===== src/rtl/toggle_cover_scheduler_if.sv =====
// Hit-strobe input and back-pressured report port of toggle_cover_scheduler.
// The slave side is the scheduler; the master side drives hits and consumes reports.
interface toggle_cover_scheduler_if #(
    parameter int unsigned WIDTH = 4
);
    localparam int unsigned IDX_W = 64;

    logic [WIDTH-1:0] valid;
    logic             enable;
    logic             out_valid;
    logic             out_ready;
    logic [IDX_W-1:0] out_index;

    modport master (
        output valid,
        output enable,
        output out_ready,
        input  out_valid,
        input  out_index
    );

    modport slave (
        input  valid,
        input  enable,
        input  out_ready,
        output out_valid,
        output out_index
    );
endinterface


===== src/rtl/toggle_cover_scheduler.sv =====
// Buffers WIDTH toggle-coverage hit strobes in a pending bitmap and drains them
// round-robin as absolute cover indices, one per handshake, with flush and report-once support.
module toggle_cover_scheduler #(
    parameter int unsigned WIDTH       = 4,
    parameter int unsigned COVER_TOTAL = 8940,
    parameter int unsigned COVER_INDEX = 0,
    parameter bit          ONCE        = 1'b1
) (
    input  logic                     clk_i,
    input  logic                     rst_i,
    toggle_cover_scheduler_if.slave  bus,
    input  logic                     clear_i,
    input  logic                     flush_req_i,
    output logic                     flush_done_o,
    output logic                     idle_o,
    output logic [31:0]              hit_count_o,
    output logic [31:0]              coalesce_count_o
);
    localparam int unsigned PTR_W = (WIDTH > 1) ? $clog2(WIDTH) : 1;
    localparam int unsigned POP_W = $clog2(WIDTH + 1);
    localparam int unsigned CNT_W = 32;
    localparam int unsigned IDX_W = 64;
    localparam logic [PTR_W:0]   WIDTH_P = (PTR_W + 1)'(WIDTH);
    localparam logic [PTR_W-1:0] LAST    = PTR_W'(WIDTH - 1);

    typedef enum logic [1:0] {ST_RUN, ST_DRAIN, ST_DONE} state_e;

    state_e           state_q, state_d;
    logic [PTR_W-1:0] ptr_q, ptr_d;
    logic [WIDTH-1:0] pending_q, pending_d;
    logic [WIDTH-1:0] reported_q, reported_d;
    logic             out_valid_q, out_valid_d;
    logic [IDX_W-1:0] out_index_q, out_index_d;
    logic [CNT_W-1:0] hit_count_q, hit_count_d;
    logic [CNT_W-1:0] coal_count_q, coal_count_d;
    logic             flush_done_q, flush_done_d;
    logic             idle_q, idle_d;

    logic [WIDTH-1:0] rot;
    logic             found;
    logic [PTR_W-1:0] off;
    logic [PTR_W:0]   sel_sum;
    logic [PTR_W-1:0] sel;
    logic             can_load, do_load, handshake, accept;
    logic [WIDTH-1:0] load_mask, block_mask, new_hits, merged;
    logic [POP_W-1:0] merged_cnt;
    logic [CNT_W:0]   hit_sum, coal_sum;

    // Round-robin pick: rotate pending so ptr lands at bit 0, take the first set bit.
    always_comb begin
        rot   = WIDTH'({pending_q, pending_q} >> ptr_q);
        found = 1'b0;
        off   = '0;
        for (int unsigned i = 0; i < WIDTH; i++) begin
            if (!found && rot[i]) begin
                found = 1'b1;
                off   = PTR_W'(i);
            end
        end
        sel_sum = {1'b0, ptr_q} + {1'b0, off};
        sel     = (sel_sum >= WIDTH_P) ? PTR_W'(sel_sum - WIDTH_P) : PTR_W'(sel_sum);
    end

    always_comb begin
        can_load   = !out_valid_q || bus.out_ready;
        do_load    = found && can_load;
        handshake  = out_valid_q && bus.out_ready;
        load_mask  = do_load ? (WIDTH'(1) << sel) : '0;
        accept     = bus.enable && (state_q == ST_RUN);
        block_mask = ONCE ? (reported_q | load_mask) : '0;
        new_hits   = bus.valid & {WIDTH{accept}} & ~block_mask;
        merged     = new_hits & pending_q & ~load_mask;
        merged_cnt = '0;
        for (int unsigned i = 0; i < WIDTH; i++) begin
            merged_cnt = merged_cnt + POP_W'(merged[i]);
        end
        hit_sum  = {1'b0, hit_count_q} + (CNT_W + 1)'(handshake);
        coal_sum = {1'b0, coal_count_q} + (CNT_W + 1)'(merged_cnt);

        out_valid_d = out_valid_q;
        out_index_d = out_index_q;
        ptr_d       = ptr_q;
        if (do_load) begin
            out_valid_d = 1'b1;
            out_index_d = IDX_W'(COVER_INDEX) + IDX_W'(sel);
            ptr_d       = (sel == LAST) ? '0 : sel + PTR_W'(1);
        end else if (bus.out_ready) begin
            out_valid_d = 1'b0;
        end

        // clear drops this cycle's hits but lets an in-flight report count from zero
        if (clear_i) begin
            pending_d    = '0;
            reported_d   = '0;
            hit_count_d  = CNT_W'(handshake);
            coal_count_d = '0;
        end else begin
            pending_d    = (pending_q & ~load_mask) | new_hits;
            reported_d   = reported_q | load_mask;
            hit_count_d  = hit_sum[CNT_W] ? '1 : hit_sum[CNT_W-1:0];
            coal_count_d = coal_sum[CNT_W] ? '1 : coal_sum[CNT_W-1:0];
        end

        state_d = state_q;
        case (state_q)
            ST_RUN:   if (flush_req_i) state_d = ST_DRAIN;
            ST_DRAIN: begin
                if (!flush_req_i) begin
                    state_d = ST_RUN;
                end else if ((pending_q == '0) && !out_valid_d) begin
                    state_d = ST_DONE;
                end
            end
            ST_DONE:  if (!flush_req_i) state_d = ST_RUN;
            default:  state_d = ST_RUN;
        endcase

        flush_done_d = (state_d == ST_DONE);
        idle_d       = (pending_d == '0) && !out_valid_d;
    end

    always_ff @(posedge clk_i) begin
        if (rst_i) begin
            state_q      <= ST_RUN;
            ptr_q        <= '0;
            pending_q    <= '0;
            reported_q   <= '0;
            out_valid_q  <= 1'b0;
            out_index_q  <= '0;
            hit_count_q  <= '0;
            coal_count_q <= '0;
            flush_done_q <= 1'b0;
            idle_q       <= 1'b1;
        end else begin
            state_q      <= state_d;
            ptr_q        <= ptr_d;
            pending_q    <= pending_d;
            reported_q   <= reported_d;
            out_valid_q  <= out_valid_d;
            out_index_q  <= out_index_d;
            hit_count_q  <= hit_count_d;
            coal_count_q <= coal_count_d;
            flush_done_q <= flush_done_d;
            idle_q       <= idle_d;
        end
    end

    // Group must fit inside the design's cover-point range.
    always_ff @(posedge clk_i) begin
        assert (64'(COVER_INDEX) + 64'(WIDTH) <= 64'(COVER_TOTAL))
            else $error("toggle_cover_scheduler: COVER_INDEX + WIDTH exceeds COVER_TOTAL");
    end

    assign bus.out_valid    = out_valid_q;
    assign bus.out_index    = out_index_q;
    assign flush_done_o     = flush_done_q;
    assign idle_o           = idle_q;
    assign hit_count_o      = hit_count_q;
    assign coalesce_count_o = coal_count_q;
endmodule


===== src/flat_wrapper.sv =====
// flat-port wrapper written by rule: the top's interface ports become plain ports
module toggle_cover_scheduler_flat 
#(
    parameter int unsigned WIDTH       = 4,
    parameter int unsigned COVER_TOTAL = 8940,
    parameter int unsigned COVER_INDEX = 0,
    parameter bit          ONCE        = 1'b1
)
  (clk_i, rst_i, clear_i, flush_req_i, flush_done_o, idle_o, hit_count_o, coalesce_count_o, bus_valid, bus_enable, bus_out_ready, bus_out_valid, bus_out_index);
  toggle_cover_scheduler_if #(.WIDTH(WIDTH)) bus_i ();
  input  logic clk_i;
  input  logic rst_i;
  input  logic clear_i;
  input  logic flush_req_i;
  output logic flush_done_o;
  output logic idle_o;
  output logic [31:0] hit_count_o;
  output logic [31:0] coalesce_count_o;
  input wire logic [$bits(bus_i.valid)-1:0] bus_valid;
  input wire logic [$bits(bus_i.enable)-1:0] bus_enable;
  input wire logic [$bits(bus_i.out_ready)-1:0] bus_out_ready;
  output wire logic [$bits(bus_i.out_valid)-1:0] bus_out_valid;
  output wire logic [$bits(bus_i.out_index)-1:0] bus_out_index;
  assign bus_i.valid = bus_valid;
  assign bus_i.enable = bus_enable;
  assign bus_i.out_ready = bus_out_ready;
  assign bus_out_valid = bus_i.out_valid;
  assign bus_out_index = bus_i.out_index;
  toggle_cover_scheduler #(.WIDTH(WIDTH), .COVER_TOTAL(COVER_TOTAL), .COVER_INDEX(COVER_INDEX), .ONCE(ONCE)) u_core (.clk_i(clk_i), .rst_i(rst_i), .bus(bus_i), .clear_i(clear_i), .flush_req_i(flush_req_i), .flush_done_o(flush_done_o), .idle_o(idle_o), .hit_count_o(hit_count_o), .coalesce_count_o(coalesce_count_o));
endmodule

===== config.mk =====
export PLATFORM = sky130hd
export DESIGN_NAME = toggle_cover_scheduler_flat
export DESIGN_NICKNAME = d
export VERILOG_FILES = /design/src/rtl/toggle_cover_scheduler_if.sv /design/src/rtl/toggle_cover_scheduler.sv /design/src/flat_wrapper.sv
export SDC_FILE = /design/constraint.sdc
export NUM_CORES = 1
export LEC_CHECK = 0
export BUFFER_PORTS_ARGS = -buffer_cell sky130_fd_sc_hd__buf_4
export CAP_MARGIN = 10
export CORE_ASPECT_RATIO = 0.8
export CORE_MARGIN = 2
export CORE_UTILIZATION = 56
export DETAILED_ROUTE_END_ITERATION = 7
export PLACE_DENSITY = 0.86
export SLEW_MARGIN = 25
export SYNTH_ARGS = -nofsm -noshare
export SYNTH_HDL_FRONTEND = slang
export SYNTH_SLANG_ARGS = --single-unit
export TNS_END_PERCENT = 10

===== constraint.sdc =====
create_clock -name clk_i -period 10.8 [get_ports clk_i]
set_input_delay 2.16 -clock clk_i [delete_from_list [all_inputs] [get_ports clk_i]]
set_output_delay 2.16 -clock clk_i [all_outputs]
set_load 0.01 [all_outputs]

==> impl.org <==
** Outcome
- Run status :: finished, final reports clean

** Drt
- Post-route DRC violation count :: 0
- In the routed layout, each cell is associated on average with a via count of 5.339.
- Sum of routed wire length over all layers :: between 9 and 10 mm
- Number of nets with antenna violations after routing :: 0
- Before antenna repair, the detailed router went through 5 iterations.
- Vias post-DR :: 3775
- Wire per inst :: approximately 14 um
- Iter 0 DRT Violations :: 222

** Synthesis
- Yosys instantiated no cell more often than sky130_fd_sc_hd__dfxtp_1.
- In the synthesized netlist the dominant register cell turns out to be sky130_fd_sc_hd__dfxtp_1.
- By area the synthesized netlist is led by sky130_fd_sc_hd__dfxtp_1 (36%), sky130_fd_sc_hd__buf_4 (11%), sky130_fd_sc_hd__a21oi_1 (6.0%).
- For this run, the number of Yosys warnings is 0.
- Number of synthesized flops with an enable pin :: 0
- By count the netlist is led by sky130_fd_sc_hd__dfxtp_1 (81), sky130_fd_sc_hd__buf_4 (65), sky130_fd_sc_hd__a21oi_1 (55).
- Summing every instance area after synthesis gives between 4000 and 5000 um2.
- Summed over all instances, the cell type with the most area after synthesis is sky130_fd_sc_hd__dfxtp_1.
- In the synthesized netlist the async set-or-reset flop fraction comes to 0%.
- Sequential-to-total area share from yosys stat :: 35.52%
- Cell count after synthesis :: 526
- Synthesis inferred 81 register bits.
- In this run the biggest area consumer among cell types represents between 30% and 40% of the synthesized area.
- Counting distinct cell types in the post-synthesis netlist gives slightly above 60.
- Dividing the synthesized area by the synthesized cell count gives 8.680 um2.

** STA
- Number of hold violations in the final report :: 0
- Total of endpoints with negative setup slack in the final report :: 0
- Slew at the pin closest to its max-slew limit :: between 900 and 1000 ps
- In the finished design, the share of the clock period the worst path needs comes to 56.86%.
- Across all setup checks in the final design, the least slack found is 4659 ps.
- Subtracting the final worst setup slack from the clock period gives 6141 ps.
- Headroom to the max-slew limit :: between 30% and 40%
- Summed over all failing endpoints, the final setup total negative slack is 0 ps.
- Setup repair after global routing left no endpoint under its margin.
- The clock arrives with approximately 8.8 ps of skew.
- The count of pins over their slew limit was 0.
- For this run, the top clock speed supported by timing is 0.1628 GHz.

** Worst setup path
- The worst register-to-register path ends at u_core.coalesce_count_o[29].
- The worst register-to-register path begins at u_core.pending_q[1].
- Worst endpoint required time :: 11080 ps
- Largest incremental delay on the critical path :: 500 ps
- Startpoint types :: input port
- The number of buffers and inverters on the critical path is 2.
- Worst-path cell chain :: buf_4, nor2b_1, or2_1, nor2_1, and4_1, nor3_1, ha_1, fa_1, ha_1, inv_1, fa_1, nand2b_1, a21oi_4, nand4_1, or2_1, nor3b_1, nor3_1
- STA classifies the critical path endpoint as a flop.
- Data arrives at the worst endpoint at 6420 ps.
- Of all nets on the critical path, the largest fanout is 17.
- Cell count of the worst reg-to-reg path :: 21
- For flop-to-flop paths, the worst setup slack is 5170 ps.
- WS Path Type :: in -> reg
- Cell with the largest stage delay on the worst path :: sky130_fd_sc_hd__or2_1
- Category of cells accounting for the largest share of critical-path delay :: simple AND/OR/NAND/NOR gates

** Power and ir drop
- Dividing total power by cell area gives a power density of 120.3 nW/um2.
- IR Drop Worst-Case VDD :: about 81 uV
- Standby leakage power :: 2.110 nW

** Job
- Max-cap violations in this run came to 0.

** Layout
- The finished cells cover slightly above 5000 um2.
- Count of placed standard cells in the final layout, fillers left out :: between 700 and 800
- Cells fill between 60 and 70% of the core in the end.
- Area added between synthesis and finish :: 12.50%
- The filler cells instantiated in the layout total ~650.
- Final net count :: ~600
- In the final layout, the share of cells above drive strength 1 is between 20% and 30%.
- The number of antenna diodes in the final layout is 0.

** GRT
- For this run, the total global-route usage over all layers was measured as 21.86%.
- Entering global routing, the biggest net connects 36 pins.
- Overflow left after global routing :: 0
- Vias in the first global route :: 3394
- First-pass GRT wire length :: 15.88 mm
- The initial antenna violation count was 0.

** Clock tree
- Clock Tree Root :: sky130_fd_sc_hd__clkbuf_8
- H-tree lvl count :: 3
- At the later pin of the worst-skew pair, clock insertion delay measures approximately 360 ps.
- Clock-pin slew on the worst setup and hold paths :: 80 ps
- Buffers added to address setup during post-CTS repair amount to 0.
- Number of cells upsized or downsized after cts :: 0
- The number of hold buffers added after CTS was 0.
- Maximum clock insertion buffer count :: 2
- TritonCTS built the clock tree.
- TritonCTS Buffers :: 9
- Counting every sink on the clock net gives approximately 80.

** Min path
- Counting instances, the worst hold path has a depth of 1.
- In this run the most critical hold path is launched from u_core.state_q[1].
- Path category of the worst min-delay check :: reg -> reg
- The worst hold path terminates at u_core.state_q[0].

** Placed design
- Once detailed placement completed, the half-perimeter wirelength came to 7.207 mm.
- At the placement stage, the worst setup path has a slack of approximately 4400 ps.
- Placer Congestion :: 0.8571
- Once placement completed, the tool counted placed cells totaling 691.
- The placed instances occupy a cell area of roughly 4900 um2.
- The count of buffers added on input and output ports is approximately 80.

** Floorplanning
- Ports :: 141
- Horizontal die dimension :: between 100 and 150 um
- The die is approximately 85 um tall.
- Number of cell rows :: 29
- Core outline area :: 7910 um2
- Starting density of the core :: 57.72%
- The die covers between 8000 and 9000 um2.
placed cells by master, fill, tap and decap left out, types with 3 or more instances in the layout:
cell	netlist	routed
sky130_fd_sc_hd__a211oi_1	5	5
sky130_fd_sc_hd__a21o_1	4	4
sky130_fd_sc_hd__a21oi_1	55	55
sky130_fd_sc_hd__a21oi_2	3	3
sky130_fd_sc_hd__a31oi_1	8	8
sky130_fd_sc_hd__and2_1	3	3
sky130_fd_sc_hd__and3_1	16	16
sky130_fd_sc_hd__and4_1	3	3
sky130_fd_sc_hd__buf_4	65	79
sky130_fd_sc_hd__clkbuf_8	0	11
sky130_fd_sc_hd__clkinvlp_4	0	3
sky130_fd_sc_hd__conb_1	1	62
sky130_fd_sc_hd__dfxtp_1	81	81
sky130_fd_sc_hd__ha_1	10	10
sky130_fd_sc_hd__inv_1	12	12
sky130_fd_sc_hd__nand2_1	40	40
sky130_fd_sc_hd__nand3_1	17	17
sky130_fd_sc_hd__nand4_1	13	13
sky130_fd_sc_hd__nor2_1	35	35
sky130_fd_sc_hd__nor2b_1	4	4
sky130_fd_sc_hd__nor3_1	20	20
sky130_fd_sc_hd__nor3b_1	7	7
sky130_fd_sc_hd__o21ai_0	9	9
sky130_fd_sc_hd__or2_1	3	3
sky130_fd_sc_hd__or2_2	3	3
sky130_fd_sc_hd__xnor2_1	15	15
sky130_fd_sc_hd__xor2_1	31	31
stage by stage:
stage          power (mW)  hold slack [ps]
2_1_floorplan      0.3873            453.5
5_1_grt            0.6405            524.2
4_1_cts            0.6215            497.1
3_5_place_dp       0.3860            472.2
3_3_place_gp       0.3827            465.4
6_report           0.6178            495.7
report_power, final:
part | total (mW) | internal (mW) | switching (mW)
Combinational | 0.0700 | 0.0228 | 0.0472
Sequential | 0.311 | 0.304 | 0.00733
Clock | 0.237 | 0.120 | 0.117
Total | 0.618 | 0.447 | 0.171
state kept, by name, indices dropped and copies added, names as in the netlist:
| name | flops |
|---|---|
| u_core.bus.out_index | 2 |
| u_core.bus.out_valid | 1 |
| u_core.coalesce_count_o | 32 |
| u_core.flush_done_o | 1 |
| u_core.hit_count_o | 32 |
| u_core.idle_o | 1 |
| u_core.pending_q | 4 |
| u_core.ptr_q | 2 |
| u_core.reported_q | 4 |
| u_core.state_q | 2 |
metal layers:
metal / routed length, um / vias to the layer above / GRT usage, %
li1: - / 1841 / -
met5: 0 / - / 0
met4: 132 / 0 / 7.030
met2: 4829 / 147 / 36.19
met1: 4428 / 1775 / 28.49
met3: 583 / 12 / 4.891
worst max path at each step:
| stage | startpoint | end | slack (ps) | cells after the start |
|---|---|---|---|---|
| after floorplan | bus_out_ready | u_core.coalesce_count_o[29] | 5060 | 17 |
| after global placement | bus_out_ready | u_core.coalesce_count_o[29] | 4540 | 17 |
| after detailed placement | bus_out_ready | u_core.coalesce_count_o[29] | 4400 | 17 |
| after CTS | bus_out_ready | u_core.coalesce_count_o[29] | 4730 | 17 |
| after global routing | bus_out_ready | u_core.coalesce_count_o[29] | 4410 | 17 |
| final | bus_out_ready | u_core.coalesce_count_o[29] | 4660 | 17 |
layout make-up:
cell class              count  area, um2  area share, %
clock inverters             5      61.31          1.194
multi-input cells         410       2525          49.16
well taps                 108      135.1          2.631
repair buffers             79      593.1          11.55
flip-flops and latches     81       1622          31.57
inverters                  13      48.80         0.9501
clock buffers              11      151.4          2.948
cells by family after synthesis:
family,synth area share (%)
buffers and inverters,14.20
other,0.08214
flip-flops,35.52
adder cells (fa/ha/maj),3.617
XOR/XNOR,8.824
multiplexers,0.4659
AND/OR/NAND/NOR,23.29
AO/OA/AOI/OAI,14.00
(Power assumes the default switching activity.)
